===== src/rtl/cpu_pkg.sv =====
// Shared CPU definitions used by the instruction sequencer and the opcode decoder.
//   - Opcode constants (ADD..JMP) and the decoder no-op code OP_NOP.
//   - Instruction word geometry: INSTR_W, IMM_W, OPC_W.
//   - Sequencer FSM state encoding. ST_HALT exists only when SEQ_HALT_DETECT_EN is defined.
//   - is_illegal_op(): opcodes 4'b1000..4'b1111 are outside the decoder's instruction set.
package cpu_pkg;

  localparam int INSTR_W = 8;
  localparam int IMM_W   = 4;
  localparam int OPC_W   = 4;

  localparam logic [OPC_W-1:0] ADD    = 4'h0;
  localparam logic [OPC_W-1:0] SUB    = 4'h1;
  localparam logic [OPC_W-1:0] LDA    = 4'h2;
  localparam logic [OPC_W-1:0] STA    = 4'h3;
  localparam logic [OPC_W-1:0] LDB    = 4'h4;
  localparam logic [OPC_W-1:0] STB    = 4'h5;
  localparam logic [OPC_W-1:0] LDC    = 4'h6;
  localparam logic [OPC_W-1:0] JMP    = 4'h7;
  localparam logic [OPC_W-1:0] OP_NOP = 4'hF;

  typedef enum logic [2:0] {
    ST_IDLE,
    ST_FETCH,
    ST_ISSUE,
    ST_EXEC
`ifdef SEQ_HALT_DETECT_EN
    , ST_HALT
`endif
  } seq_state_e;

  // The decoder implements opcodes 0..7 only; the MSB flags anything else.
  function automatic logic is_illegal_op(input logic [OPC_W-1:0] op);
    return op[OPC_W-1];
  endfunction

endpackage


===== src/rtl/instr_sequencer_if.sv =====
// Bus bundle between the instruction sequencer, the program ROM and the decoder/datapath.
//   imem_req    : fetch request, held until imem_valid
//   imem_addr   : fetch address (PC_W bits)
//   imem_rdata  : fetched word {opcode, imm} (INSTR_W bits)
//   imem_valid  : fetch data valid
//   instrucao   : opcode to decoder (4 bits), OP_NOP when not issuing
//   imm         : immediate to datapath (IMM_W bits)
//   instr_valid : one-cycle issue strobe
//   exec_done   : datapath finished the issued instruction
//   a_zero      : register A == 0, meaningful with exec_done
// Modports: master = sequencer side, slave = ROM/decoder/datapath side.
interface instr_sequencer_if #(
  parameter int PC_W    = 4,
  parameter int IMM_W   = cpu_pkg::IMM_W,
  parameter int INSTR_W = cpu_pkg::INSTR_W
);

  logic               imem_req;
  logic [PC_W-1:0]    imem_addr;
  logic [INSTR_W-1:0] imem_rdata;
  logic               imem_valid;
  logic [3:0]         instrucao;
  logic [IMM_W-1:0]   imm;
  logic               instr_valid;
  logic               exec_done;
  logic               a_zero;

  modport master (
    output imem_req, imem_addr, instrucao, imm, instr_valid,
    input  imem_rdata, imem_valid, exec_done, a_zero
  );

  modport slave (
    input  imem_req, imem_addr, instrucao, imm, instr_valid,
    output imem_rdata, imem_valid, exec_done, a_zero
  );

endinterface


===== src/rtl/instr_sequencer_pc_counter.sv =====
// pc_counter: program counter register for the instruction sequencer.
//   clk        : clock, rising edge
//   rst_n      : synchronous active-low reset, clears the PC to 0
//   load_i     : load load_val_i (has priority over inc_i)
//   inc_i      : increment by one, wrapping modulo 2^PC_W
//   load_val_i : load value (already zero-extended jump target)
//   pc_o       : current PC
module pc_counter #(
  parameter int PC_W = 4
) (
  input  logic            clk,
  input  logic            rst_n,
  input  logic            load_i,
  input  logic            inc_i,
  input  logic [PC_W-1:0] load_val_i,
  output logic [PC_W-1:0] pc_o
);

  logic [PC_W-1:0] pc_q;
  logic [PC_W-1:0] pc_d;

  always_comb begin
    pc_d = pc_q;
    if (load_i) begin
      pc_d = load_val_i;
    end else if (inc_i) begin
      pc_d = PC_W'(pc_q + 1'b1);
    end
  end

  always_ff @(posedge clk) begin
    if (!rst_n) begin
      pc_q <= '0;
    end else begin
      pc_q <= pc_d;
    end
  end

  assign pc_o = pc_q;

endmodule


===== src/rtl/instr_sequencer.sv =====
// instr_sequencer: multi-cycle fetch/issue engine in front of the opcode decoder.
// Fetches {opcode, imm} words from program memory, issues each for one cycle, waits for
// the datapath to finish, resolves JMP (taken when A == 0) and advances the PC.
//   clk        : clock, rising edge
//   rst_n      : synchronous active-low reset
//   run        : 1 = execute, 0 = stop at the next instruction boundary
//   bus        : instr_sequencer_if.master (imem handshake, issue outputs, exec_done/a_zero)
//   pc         : current program counter
//   illegal_op : one-cycle pulse when an opcode 8..F is issued
//   halted     : self-jump halt flag
// Optional feature: SEQ_HALT_DETECT_EN. When defined, a taken JMP to its own address parks
// the FSM in ST_HALT until reset. When undefined, a self-jump simply refetches and halted = 0.
module instr_sequencer #(
  parameter int PC_W    = 4,
  parameter int IMM_W   = cpu_pkg::IMM_W,
  parameter int INSTR_W = cpu_pkg::INSTR_W
) (
  input  logic              clk,
  input  logic              rst_n,
  input  logic              run,
  instr_sequencer_if.master bus,
  output logic [PC_W-1:0]   pc,
  output logic              illegal_op,
  output logic              halted
);

  import cpu_pkg::*;

  seq_state_e        state_q;
  logic              req_q;
  logic              vld_q;
  logic              ill_q;
  logic [OPC_W-1:0]  opc_q;
  logic [IMM_W-1:0]  imm_q;

  logic              pc_load;
  logic              pc_inc;
  logic [PC_W-1:0]   pc_w;
  logic [PC_W-1:0]   jmp_target;
  logic              jmp_taken;
  logic [OPC_W-1:0]  fetch_opc;
  logic [IMM_W-1:0]  fetch_imm;

  assign fetch_opc  = bus.imem_rdata[INSTR_W-1 -: OPC_W];
  assign fetch_imm  = bus.imem_rdata[IMM_W-1:0];
  assign jmp_target = PC_W'(imm_q);
  assign jmp_taken  = (opc_q == JMP) && bus.a_zero;

`ifdef SEQ_HALT_DETECT_EN
  logic halted_q;
  logic self_jump;
  assign self_jump = jmp_taken && (jmp_target == pc_w);
`endif

  // PC update happens only at instruction boundaries: after an illegal issue, or when the
  // datapath reports completion in EXEC. A taken self-jump still loads its own address.
  always_comb begin
    pc_load = 1'b0;
    pc_inc  = 1'b0;
    case (state_q)
      ST_ISSUE: begin
        if (is_illegal_op(opc_q)) begin
          pc_inc = 1'b1;
        end
      end
      ST_EXEC: begin
        if (bus.exec_done) begin
          if (jmp_taken) begin
            pc_load = 1'b1;
          end else begin
            pc_inc = 1'b1;
          end
        end
      end
      default: begin
        pc_load = 1'b0;
        pc_inc  = 1'b0;
      end
    endcase
  end

  pc_counter #(
    .PC_W(PC_W)
  ) u_pc (
    .clk        (clk),
    .rst_n      (rst_n),
    .load_i     (pc_load),
    .inc_i      (pc_inc),
    .load_val_i (jmp_target),
    .pc_o       (pc_w)
  );

  // Single registered FSM. instr_valid and illegal_op default low every cycle so they can
  // only ever be one-cycle pulses launched on the FETCH -> ISSUE transition.
  always_ff @(posedge clk) begin
    if (!rst_n) begin
      state_q  <= ST_IDLE;
      req_q    <= 1'b0;
      vld_q    <= 1'b0;
      ill_q    <= 1'b0;
      opc_q    <= OP_NOP;
      imm_q    <= '0;
`ifdef SEQ_HALT_DETECT_EN
      halted_q <= 1'b0;
`endif
    end else begin
      vld_q <= 1'b0;
      ill_q <= 1'b0;
      case (state_q)
        ST_IDLE: begin
          if (run) begin
            state_q <= ST_FETCH;
            req_q   <= 1'b1;
          end
        end

        ST_FETCH: begin
          if (bus.imem_valid) begin
            state_q <= ST_ISSUE;
            req_q   <= 1'b0;
            opc_q   <= fetch_opc;
            imm_q   <= fetch_imm;
            vld_q   <= 1'b1;
            ill_q   <= is_illegal_op(fetch_opc);
          end
        end

        ST_ISSUE: begin
          if (is_illegal_op(opc_q)) begin
            // Illegal words never reach the datapath; go straight to the next PC.
            opc_q   <= OP_NOP;
            imm_q   <= '0;
            state_q <= run ? ST_FETCH : ST_IDLE;
            req_q   <= run;
          end else begin
            state_q <= ST_EXEC;
          end
        end

        ST_EXEC: begin
          if (bus.exec_done) begin
            opc_q <= OP_NOP;
            imm_q <= '0;
`ifdef SEQ_HALT_DETECT_EN
            if (self_jump) begin
              state_q  <= ST_HALT;
              halted_q <= 1'b1;
              req_q    <= 1'b0;
            end else
`endif
            begin
              state_q <= run ? ST_FETCH : ST_IDLE;
              req_q   <= run;
            end
          end
        end

`ifdef SEQ_HALT_DETECT_EN
        ST_HALT: begin
          // Only reset leaves HALT; run is deliberately ignored here.
          state_q <= ST_HALT;
          req_q   <= 1'b0;
        end
`endif

        default: begin
          state_q <= ST_IDLE;
          req_q   <= 1'b0;
          opc_q   <= OP_NOP;
          imm_q   <= '0;
        end
      endcase
    end
  end

  assign bus.imem_req    = req_q;
  assign bus.imem_addr   = pc_w;
  assign bus.instrucao   = opc_q;
  assign bus.imm         = imm_q;
  assign bus.instr_valid = vld_q;
  assign pc              = pc_w;
  assign illegal_op      = ill_q;
`ifdef SEQ_HALT_DETECT_EN
  assign halted          = halted_q;
`else
  assign halted          = 1'b0;
`endif

endmodule


===== src/flat_wrapper.sv =====
// flat-port wrapper written by rule: the top's interface ports become plain ports
module instr_sequencer_flat import cpu_pkg::*;
#(
  parameter int PC_W    = 4,
  parameter int IMM_W   = cpu_pkg::IMM_W,
  parameter int INSTR_W = cpu_pkg::INSTR_W
)
  (clk, rst_n, run, pc, illegal_op, halted, bus_imem_req, bus_imem_addr, bus_instrucao, bus_imm, bus_instr_valid, bus_imem_rdata, bus_imem_valid, bus_exec_done, bus_a_zero);
  instr_sequencer_if #(.PC_W(PC_W), .IMM_W(IMM_W), .INSTR_W(INSTR_W)) bus_i ();
  input  logic clk;
  input  logic rst_n;
  input  logic run;
  output logic [PC_W-1:0] pc;
  output logic illegal_op;
  output logic halted;
  output wire logic [$bits(bus_i.imem_req)-1:0] bus_imem_req;
  output wire logic [$bits(bus_i.imem_addr)-1:0] bus_imem_addr;
  output wire logic [$bits(bus_i.instrucao)-1:0] bus_instrucao;
  output wire logic [$bits(bus_i.imm)-1:0] bus_imm;
  output wire logic [$bits(bus_i.instr_valid)-1:0] bus_instr_valid;
  input wire logic [$bits(bus_i.imem_rdata)-1:0] bus_imem_rdata;
  input wire logic [$bits(bus_i.imem_valid)-1:0] bus_imem_valid;
  input wire logic [$bits(bus_i.exec_done)-1:0] bus_exec_done;
  input wire logic [$bits(bus_i.a_zero)-1:0] bus_a_zero;
  assign bus_imem_req = bus_i.imem_req;
  assign bus_imem_addr = bus_i.imem_addr;
  assign bus_instrucao = bus_i.instrucao;
  assign bus_imm = bus_i.imm;
  assign bus_instr_valid = bus_i.instr_valid;
  assign bus_i.imem_rdata = bus_imem_rdata;
  assign bus_i.imem_valid = bus_imem_valid;
  assign bus_i.exec_done = bus_exec_done;
  assign bus_i.a_zero = bus_a_zero;
  instr_sequencer #(.PC_W(PC_W), .IMM_W(IMM_W), .INSTR_W(INSTR_W)) u_core (.clk(clk), .rst_n(rst_n), .run(run), .bus(bus_i), .pc(pc), .illegal_op(illegal_op), .halted(halted));
endmodule

===== config.mk =====
export PLATFORM = sky130hd
export DESIGN_NAME = instr_sequencer_flat
export DESIGN_NICKNAME = d
export VERILOG_FILES = /design/src/rtl/cpu_pkg.sv /design/src/rtl/instr_sequencer_if.sv /design/src/rtl/instr_sequencer_pc_counter.sv /design/src/rtl/instr_sequencer.sv /design/src/flat_wrapper.sv
export SDC_FILE = /design/constraint.sdc
export NUM_CORES = 1
export LEC_CHECK = 0
export ABC_CLOCK_PERIOD_IN_PS = 2700
export CAP_MARGIN = 20
export CORE_ASPECT_RATIO = 1.25
export CORE_UTILIZATION = 46
export DETAILED_ROUTE_END_ITERATION = 7
export GPL_TIMING_DRIVEN = 1
export MAX_ROUTING_LAYER = met4
export PLACE_DENSITY = 0.81
export SYNTH_ARGS = -nofsm -noshare
export SYNTH_HDL_FRONTEND = slang
export SYNTH_HIERARCHICAL = 1
export SYNTH_SLANG_ARGS = --single-unit

===== constraint.sdc =====
create_clock -name clk -period 2.7 [get_ports clk]
set_clock_uncertainty 0.15 [all_clocks]
set_input_delay 0.54 -clock clk [delete_from_list [all_inputs] [get_ports clk]]
set_output_delay 0.54 -clock clk [all_outputs]
set_load 0.05 [all_outputs]

==> impl_metrics.yaml, run 1 <==
synth:
  synthMuxAreaShare: 0.0877
  synthAdderAreaFrac: 0.0685
  synthTopCellsByCount: "dfxtp_1 (17), nand2_1 (12), mux2i_1 (8)"
  yosys-top-cells-area: "dfxtp_1 (37%), mux2i_1 (8.8%), ha_1 (6.8%)"
  yosysSeqAreaShare: 0.373
  synth_top_area_cell: "dfxtp_1"
  synth_seq_cells: 17
  synthArstFlopShare: 0
  synth.most_common_cell: "dfxtp_1"
  ys_types: 31
  synth_edf_count: 0
  syn_avg_cell_area_um2: 9.13
  synth-compound-area-share: 0.138
  ys.flop_type: "dfxtp_1"
  synth-simple-area-share: 0.223
  synthCells: 100
  synth_area_um2: 913
  yosysWarnings: 6
  syn_nets: 119
  synth_top_area_frac: 0.373
  synth_top_family_by_area: "simple AND/OR/NAND/NOR gates"
  synth-xor-area-share: 0.0288
floorplan:
  die_w_um: 41.9
  die_h_um: 51.8
  num_rows: 17
  core_mm2: 0.00181
  dieArea_mm2: 0.00217
  initial_core_util: 0.505
  pin_count: 34
cts:
  cts_setup_buffers: 0
  cts_buffers: 3
  cts_resized: 0
  clockRootBuffer: "clkbuf_4"
  ctsHoldBuffers: 0
  h-tree-depth: 1
  clkTransAtPathRegs_ps: 100
  clockBufferDepth: 2
  cts.sinks: 17
  cts_tree: "yes"
  clock_latency_ps: 280
grt:
  track_usage: 0.204
  grt_pass1_wl_mm: 3.33
  first_global_vias: 795
  antenna_found_initial: 0
  overflow: 0
  grt_max_degree: 13
power:
  p_sw_frac: 0.464
  leakagePower_uw: 0.000470
  p_sw_uw: 590
  p_clk_frac: 0.107
  ir_drop_mv: 0.734
  powerDensity_mw_per_mm2: 1020
  internal_power_uw: 682
  pwr-share-seq: 0.294
  p_comb_frac: 0.599
worst_setup_path:
  crit_fanout: 9
  worst-path-buf-inv: 1
  r2r_slack_ps: 610
  cp-end-kind: "primary output"
  worstPathArrival_ps: 1670
  slowest_delay_ps: 870
  worst_setup_path_start_kind: "flop"
  crit_type: "reg -> out"
  crit_slowest_cell: "clkdlybuf4s50_1"
  path_cells: "clkdlybuf4s50_1"
  worstSetupStartpoint: "u_core/bus.instrucao[3]$_SDFFE_PN1P_"
  r2r_start: "u_core/state_q[1]$_SDFFE_PN0P_"
  required_ps: 2010
  critPathTopFamily: "buffers and inverters"
routing:
  ant_nets: 0
  dr.pass1.iters: 4
  drt-initial-drc-count: 16
  drc: 0
  vias_per_cell: 5.56
  post_drt_wl_per_cell_um: 13.2
  via_count: 829
  wl_mm: 1.96
sta:
  hold_viol_final: 0
  fin_setup_tns_ps: 0
  max-slew-margin-rel: 0.668
  tightest_slew_ps: 497
  rsz0062_at_grt: "false"
  finalSetupViolations: 0
  period_share: 0.875
  drv_slew: 0
  max_freq_mhz: 423
  period_needed_ps: 2360
cells_and_area:
  layoutNonFillerInstCount: 149
  multiInputGateArea_um2: 503
  sequential_cell_area_um2: 340
  fillerInstances: 146
  area_growth_pct: 36.6
  num_antenna_cells: 0
  final_nets: 150
  drive_gt1_frac: 0.0692
hold_path:
  hp-start: "u_core/bus.imm[3]$_SDFFE_PN0P_"
  hold_path_class: "reg -> reg"
place:
  gp_congestion: 0.817
  dp.cells: 145
  numPortBuffers: 32
  dpl.hpwl_mm: 1.54
outcome:
  status: "completed"
flow_run:
  drv_cap: 0
-- registers in the layout, summed over array words and instances, names as in the netlist --
| signal | cells |
|---|---|
| u_core/bus.imm | 4 |
| u_core/illegal_op | 1 |
| u_core/state_q | 2 |
| u_core/bus.instr_valid | 1 |
| u_core/bus.instrucao | 4 |
| u_core/u_pc/pc_o | 4 |
| u_core/bus.imem_req | 1 |
-- final timing paths --
check             depth (start not counted)                               end
setup / recovery                          1                  bus_instrucao[3]
setup reg to reg                          5  u_core/bus.imem_req$_SDFFE_PN0P_
hold reg to reg                           2    u_core/bus.imm[3]$_SDFFE_PN0P_
hold / removal                            2    u_core/bus.imm[3]$_SDFFE_PN0P_
-- cell type report --
cell class | count | share of cell area
Inverter | 5 | 0.0150
Timing Repair Buffer | 34 | 0.269
Multi-Input combinational cell | 70 | 0.403
Tap cell | 19 | 0.0191
Sequential cell | 17 | 0.273
Clock buffer | 4 | 0.0211
-- logic make-up (layout without fill, tap and decap cells) --
kind of cell / Yosys count / in the layout
flip-flops: 17 / 17
AO/OA/AOI/OAI: 18 / 18
multiplexers: 8 / 8
AND/OR/NAND/NOR: 35 / 35
other: 1 / 1
XOR/XNOR: 3 / 3
adder cells (fa/ha/maj): 5 / 5
buffers and inverters: 13 / 43
-- placed cells by master, fill, tap and decap left out, types with 3 or more instances in the layout --
cell type,Yosys,layout
a221oi_1,4,4
and2_1,3,3
clkbuf_4,0,3
clkdlybuf4s50_1,0,32
dfxtp_1,17,17
ha_1,5,5
inv_1,5,5
mux2i_1,8,8
nand2_1,12,12
nand3_1,5,5
nor2_1,4,4
o21ai_0,6,6
-- through the flow --
stage / worst slack [ps] / hold slack [ps] / total power (uW) / area, um^2 / utilization
6_report: 337 / 335 / 1270 / 1250 / 0.690
5_1_grt: 275 / 361 / 1350 / 1250 / 0.690
4_1_cts: 334 / 338 / 1280 / 1250 / 0.690
3_5_place_dp: 487 / 324 / 1140 / 1220 / 0.675
3_3_place_gp: 495 / 320 / 1120 / 1220 / 0.675
2_1_floorplan: 816 / 373 / 930 / 913 / -
-- metal layers --
metal | vias up | GRT usage | routed length (um)
met5 | - | - | 0
met4 | 0 | 0.102 | 28
met3 | 4 | 0.0243 | 81
met2 | 27 | 0.372 | 1020
met1 | 386 | 0.218 | 833
li1 | 412 | - | -
-- worst min-delay path: cells and delay by family, from the launching register on --
| family | cells | cell delay, ps |
|---|---|---|
| flops | 1 | 340 |
| mux | 1 | 50 |
| simple gates | 1 | 60 |
-- power groups by stage --
stage                     sequential [uW]  clock (uW)  combinational [uW]
after floorplan                       535           0                 396
after global placement                379           0                 743
after detailed placement              381           0                 755
after CTS                             375         141                 759
after global routing                  384         153                 809
final                                 374         136                 762
Power figures use the tool's default switching activity.
==> run 2, diff against run 1 <==
--- a/config.mk
+++ b/config.mk
@@ -12,7 +12,7 @@
 export DETAILED_ROUTE_END_ITERATION = 7
 export GPL_TIMING_DRIVEN = 1
 export MAX_ROUTING_LAYER = met4
-export PLACE_DENSITY = 0.81
+export PLACE_DENSITY = 0.89
 export SYNTH_ARGS = -nofsm -noshare
 export SYNTH_HDL_FRONTEND = slang
 export SYNTH_HIERARCHICAL = 1
==> run 2 against run 1 <==
Wire length grew 3.5%. Combinational power is essentially flat. Sequential share of layout area is essentially flat. Fmax is essentially flat. Sequential power is essentially flat. Non-clock buffer count is the same. Worst hold slack gained 5.8 ps. Worst setup slack lost 2.1 ps. Critical path depth is the same. Register-to-register slack lost 70 ps. Flip-flop and latch count is the same. Clock power is essentially flat. Critical path type unchanged.
==> impl_metrics.yaml, run 2 (synthesis gave the netlist of run 1 again) <==
routing:
  wl_mm: 2.03
  post_drt_wl_per_cell_um: 13.6
  vias_per_cell: 5.60
  drc: 0
  dr.pass1.iters: 4
  ant_nets: 0
  drt-initial-drc-count: 10
  via_count: 834
cts:
  cts_setup_buffers: 0
  cts_buffers: 3
  clockBufferDepth: 2
  cts_tree: "yes"
  cts_resized: 0
  clkTransAtPathRegs_ps: 100
  ctsHoldBuffers: 0
  clockRootBuffer: "clkbuf_4"
  h-tree-depth: 1
  cts.sinks: 17
  clock_latency_ps: 280
cells_and_area:
  final_nets: 150
  final_cell_mix: "clkdlybuf4s50_1 (32), dfxtp_1 (17), nand2_1 (12)"
  drive_gt1_frac: 0.0769
  final_common_cell: "clkdlybuf4s50_1"
  area_growth_pct: 36.7
  num_antenna_cells: 0
  fillerInstances: 133
worst_setup_path:
  required_ps: 2010
  crit_slowest_cell: "clkdlybuf4s50_1"
  worst-path-buf-inv: 1
  cp-end-kind: "primary output"
  worst_setup_path_start_kind: "flop"
  crit_fanout: 9
  crit_type: "reg -> out"
  worstPathArrival_ps: 1680
  critPathTopFamily: "buffers and inverters"
  slowest_delay_ps: 870
  path_cells: "clkdlybuf4s50_1"
sta:
  hold_viol_final: 0
  period_needed_ps: 2370
  tightest_slew_ps: 513
  rsz0062_at_grt: "false"
  max_freq_mhz: 423
  drv_slew: 0
  finalSetupViolations: 0
  fin_setup_tns_ps: 0
  period_share: 0.876
  max-slew-margin-rel: 0.657
place:
  gp_congestion: 0.841
  numPortBuffers: 32
  dpl.hpwl_mm: 1.62
power:
  ir_drop_mv: 0.733
  power.total_uw: 1270
  leakagePower_uw: 0.000473
  powerDensity_mw_per_mm2: 1020
floorplan:
  pin_count: 34
  die_w_um: 41.9
  dieArea_mm2: 0.00217
  initial_core_util: 0.505
  num_rows: 17
  die_h_um: 51.8
  core_mm2: 0.00181
hold_path:
  hold_path_class: "reg -> reg"
grt:
  track_usage: 0.205
  overflow: 0
  grt_max_degree: 12
  grt_pass1_wl_mm: 3.41
  first_global_vias: 807
  antenna_found_initial: 0
flow_run:
  drv_cap: 0
outcome:
  status: "completed"
==> run 2: changes by cell type in the layout (fill, tap and decap cells not counted) <==
cell,before,now
clkbuf_1,1,0
clkinv_2,0,1
==> run 2: power by group <==
group          switching (uW)  internal, uW
Sequential               62.1           314
Clock                    81.2          54.9
Combinational             452           310
Total                     595           680
==> run 2: final cells by class <==
type / count / area [um^2] / area share
clock inverters: 1 / 5.00 / 0.00401
flip-flops and latches: 17 / 340 / 0.273
multi-input cells: 70 / 503 / 0.403
inverters: 5 / 18.8 / 0.0150
repair buffers: 34 / 335 / 0.269
clock buffers: 3 / 22.5 / 0.0180
well taps: 19 / 23.8 / 0.0190
==> run 2: per-layer routing <==
| metal | global-route usage | up-vias | wire, um |
|---|---|---|---|
| li1 | - | 412 | - |
| met1 | 0.231 | 390 | 818 |
| met2 | 0.388 | 28 | 1090 |
| met3 | 0.0208 | 4 | 92 |
| met4 | 0.0484 | 0 | 31 |
| met5 | - | - | 0 |
==> run 2: final timing paths <==
check,from,to,slack (ps),cells after the start
max,u_core/bus.instrucao[3]$_SDFFE_PN1P_,bus_instrucao[3],330,1
min,u_core/bus.imm[2]$_SDFFE_PN0P_,u_core/bus.imm[2]$_SDFFE_PN0P_,340,2
max reg2reg,u_core/state_q[1]$_SDFFE_PN0P_,u_core/bus.instrucao[1]$_SDFFE_PN1P_,540,6
min reg2reg,u_core/bus.imm[2]$_SDFFE_PN0P_,u_core/bus.imm[2]$_SDFFE_PN0P_,340,2
==> run 2: per-stage QoR <==
step | cell area (um^2) | hold slack [ps] | cells | setup WS, ps | util
after floorplan | 913 | 373 | 100 | 816 | -
after global placement | 1220 | 314 | 145 | 477 | 0.675
after detailed placement | 1220 | 327 | 145 | 466 | 0.675
after CTS | 1250 | 343 | 149 | 331 | 0.691
after global routing | 1250 | 369 | 149 | 267 | 0.691
final | 1250 | 340 | 149 | 335 | 0.691
==> edit, RTL diff (flow settings as in run 2) <==
Set the package constant `IMM_W` to 3 (it was 4).
--- a/src/rtl/cpu_pkg.sv
+++ b/src/rtl/cpu_pkg.sv
@@ -6,7 +6,7 @@
 package cpu_pkg;
 
   localparam int INSTR_W = 8;
-  localparam int IMM_W   = 4;
+  localparam int IMM_W   = 3;
   localparam int OPC_W   = 4;
 
   localparam logic [OPC_W-1:0] ADD    = 4'h0;
Ports: changed (resized bus_imm); port bits go from 34 to 33. No check against the original RTL was run, so the function may have changed too.
==> edit against run 2 <==
Area after synthesis shrank 4.0%. Die area down 3.8%. Count of clock-buffer cells in the layout grew 1. Cell area is 4.2% lower. Worst setup slack better by 0.043 ns. Power shrank 1.8%. Sequential power fell by 6.1%. Sequential cell count decreased by 1. Routed wire length decreased by 6.5%. Largest cell class unchanged. Via count decreased by 6.6%. Final cell count decreased by 4.7%. Global-route usage up 1.4 points.
==> edit: results (changes against run 2) <==
| Metric | Value |
|---|---|
| Status | complete, no violations |
| WL final | 1.899 mm (-6.5%) |
| Clk_lat worst skew | 0.30 ns (+0.02 ns) |
| FFs w/ async S/R, synth | 0 (unchanged) |
| Vias in the first global route | 724 (-10%) |
| Fillers | 156 (+17%) |
| R2R cell count | 6 (unchanged) |
| Reg2reg setup slack | 0.64 ns (+0.10 ns) |
| Pleak | 0.4590 nW (-3.0%) |
| Input/output buffers | 30 (-6.3%) |
| Worst R2R End | u_core/bus.instrucao[0] |
| Slowest CP cell | clkdlybuf4s50_1 |
| Worst hold margin | 0.3321 ns (-0.008254 ns) |
| Synth area leaders | dfxtp_1 (37%), mux2i_1 (8.0%), ha_1 (7.1%) |
| Critical path arrival | 1.63 ns (-0.05 ns) |
| Global-route wire length before repair | 2.960 mm (-13%) |
| Total number of vias | 779 (-6.6%) |
| Post-synth top cells | dfxtp_1 (16), nand2_1 (10), mux2i_1 (7) |
| Peak supply drop | 0.6216 mV (-15%) |
| Initial antenna violation count | 0 (unchanged) |
| Placed Instances | 138 (-4.8%) |
| Vias per cell | 5.486 (-2.0%) |
| Root Driver | clkbuf_4 |
| Worst min path class | flop to flop |
| WHS Path Cells | 2 (unchanged) |
| HPWL Detailed | 1.459 mm (-9.7%) |
| First drt pass iteration count | 4 (unchanged) |
| Final #Nets | 143 (-4.7%) |
| Crit path max fanout | 8 (-1) |
| Max clock buf depth | 2 (unchanged) |
| DP Area | 0.001160 sq mm (-5.0%) |
| Setup Buffers After CTS | 0 (unchanged) |
| Multi-input logic area | 489.2 sq um (-2.7%) |
| Final TNS setup | 0 ns (unchanged) |
| Placer congestion estimate | 0.8184 (-2.7%) |
| Top FF cell, synth | dfxtp_1 |
| # diodes | 0 (unchanged) |
| YS warnings | 6 (unchanged) |
| Max incr delay on CP | 0.86 ns |
| Worst-path clk slew | 0.10 ns (about the same) |
| Reg-to-Reg Start | u_core/state_q[1] |
| CTS Buf Count | 3 (unchanged) |
| Post-cts sizing count | 0 (unchanged) |
| Crit-path leading delay family | buffers and inverters |
| Worst Hold Endpoint | u_core/bus.imm[2] |
| Mapped Cells | 94 (-6.0%) |
| Total GRT Usage | 0.2189 (+0.01373) |
| Initial DRC count | 12 (+2) |
| Yosys cell types | 30 (-3.2%) |
| Least-Margin Pin Slew | 0.5147 ns (+0.001679 ns) |
| Share of cells above drive strength 1 | 0.07317 (-0.003752) |
| Pre-CTS WS | 0.5160 ns (+0.05001 ns) |
| Largest net degree at the start of global routing | 16 (+4) |
| Post-synthesis sequential area ratio | 0.3652 (-0.007410) |
-- edit: where the power goes --
group | switching (W) | internal (W) | total, W
registers | 0.0000558 | 0.000297 | 0.000353
logic | 0.000429 | 0.000306 | 0.000734
clock network | 0.0000812 | 0.0000824 | 0.000164
-- edit: cell type report --
cell class	instances	area share
well taps	19	0.01987
repair buffers	31	0.2573
multi-input cells	67	0.4090
inverters	5	0.01569
clock buffers	4	0.03033
flip-flops and latches	16	0.2678
-- edit: worst max-delay path by stage --
stage / start / slack [ns] / endpoint / cells past startpoint
4_1_cts: u_core/bus.instrucao[3] / 0.37 / bus_instrucao[3] / 1
3_3_place_gp: bus_exec_done / 0.53 / u_core/bus.imem_req / 4
2_1_floorplan: u_core/bus.instrucao[3] / 0.75 / u_core/u_pc/pc_o[1] / 6
5_1_grt: u_core/bus.instrucao[3] / 0.31 / bus_instrucao[3] / 1
6_report: u_core/bus.instrucao[3] / 0.38 / bus_instrucao[3] / 1
3_5_place_dp: bus_exec_done / 0.52 / u_core/bus.imem_req / 4
-- edit: cells by family (layout without fill, tap and decap cells) --
group / count (synthesis) / after routing / synth area share
AOI/OAI and AO/OA: 18 / 18 / 0.1498
DFF: 16 / 16 / 0.3652
buffers and inverters: 12 / 40 / 0.08131
muxes: 7 / 7 / 0.07989
other: 1 / 2 / 0.004275
xor gates and xnor gates: 3 / 3 / 0.02996
and+or+nand+nor: 32 / 32 / 0.2183
adders and majority gates: 5 / 5 / 0.07133
-- edit: routing by layer --
metal | GRT usage | share of wire
met4 | 0.1333 | 0.019
met1 | 0.2320 | 0.43
met3 | 0.05217 | 0.044
met5 | - | 0
met2 | 0.3464 | 0.50
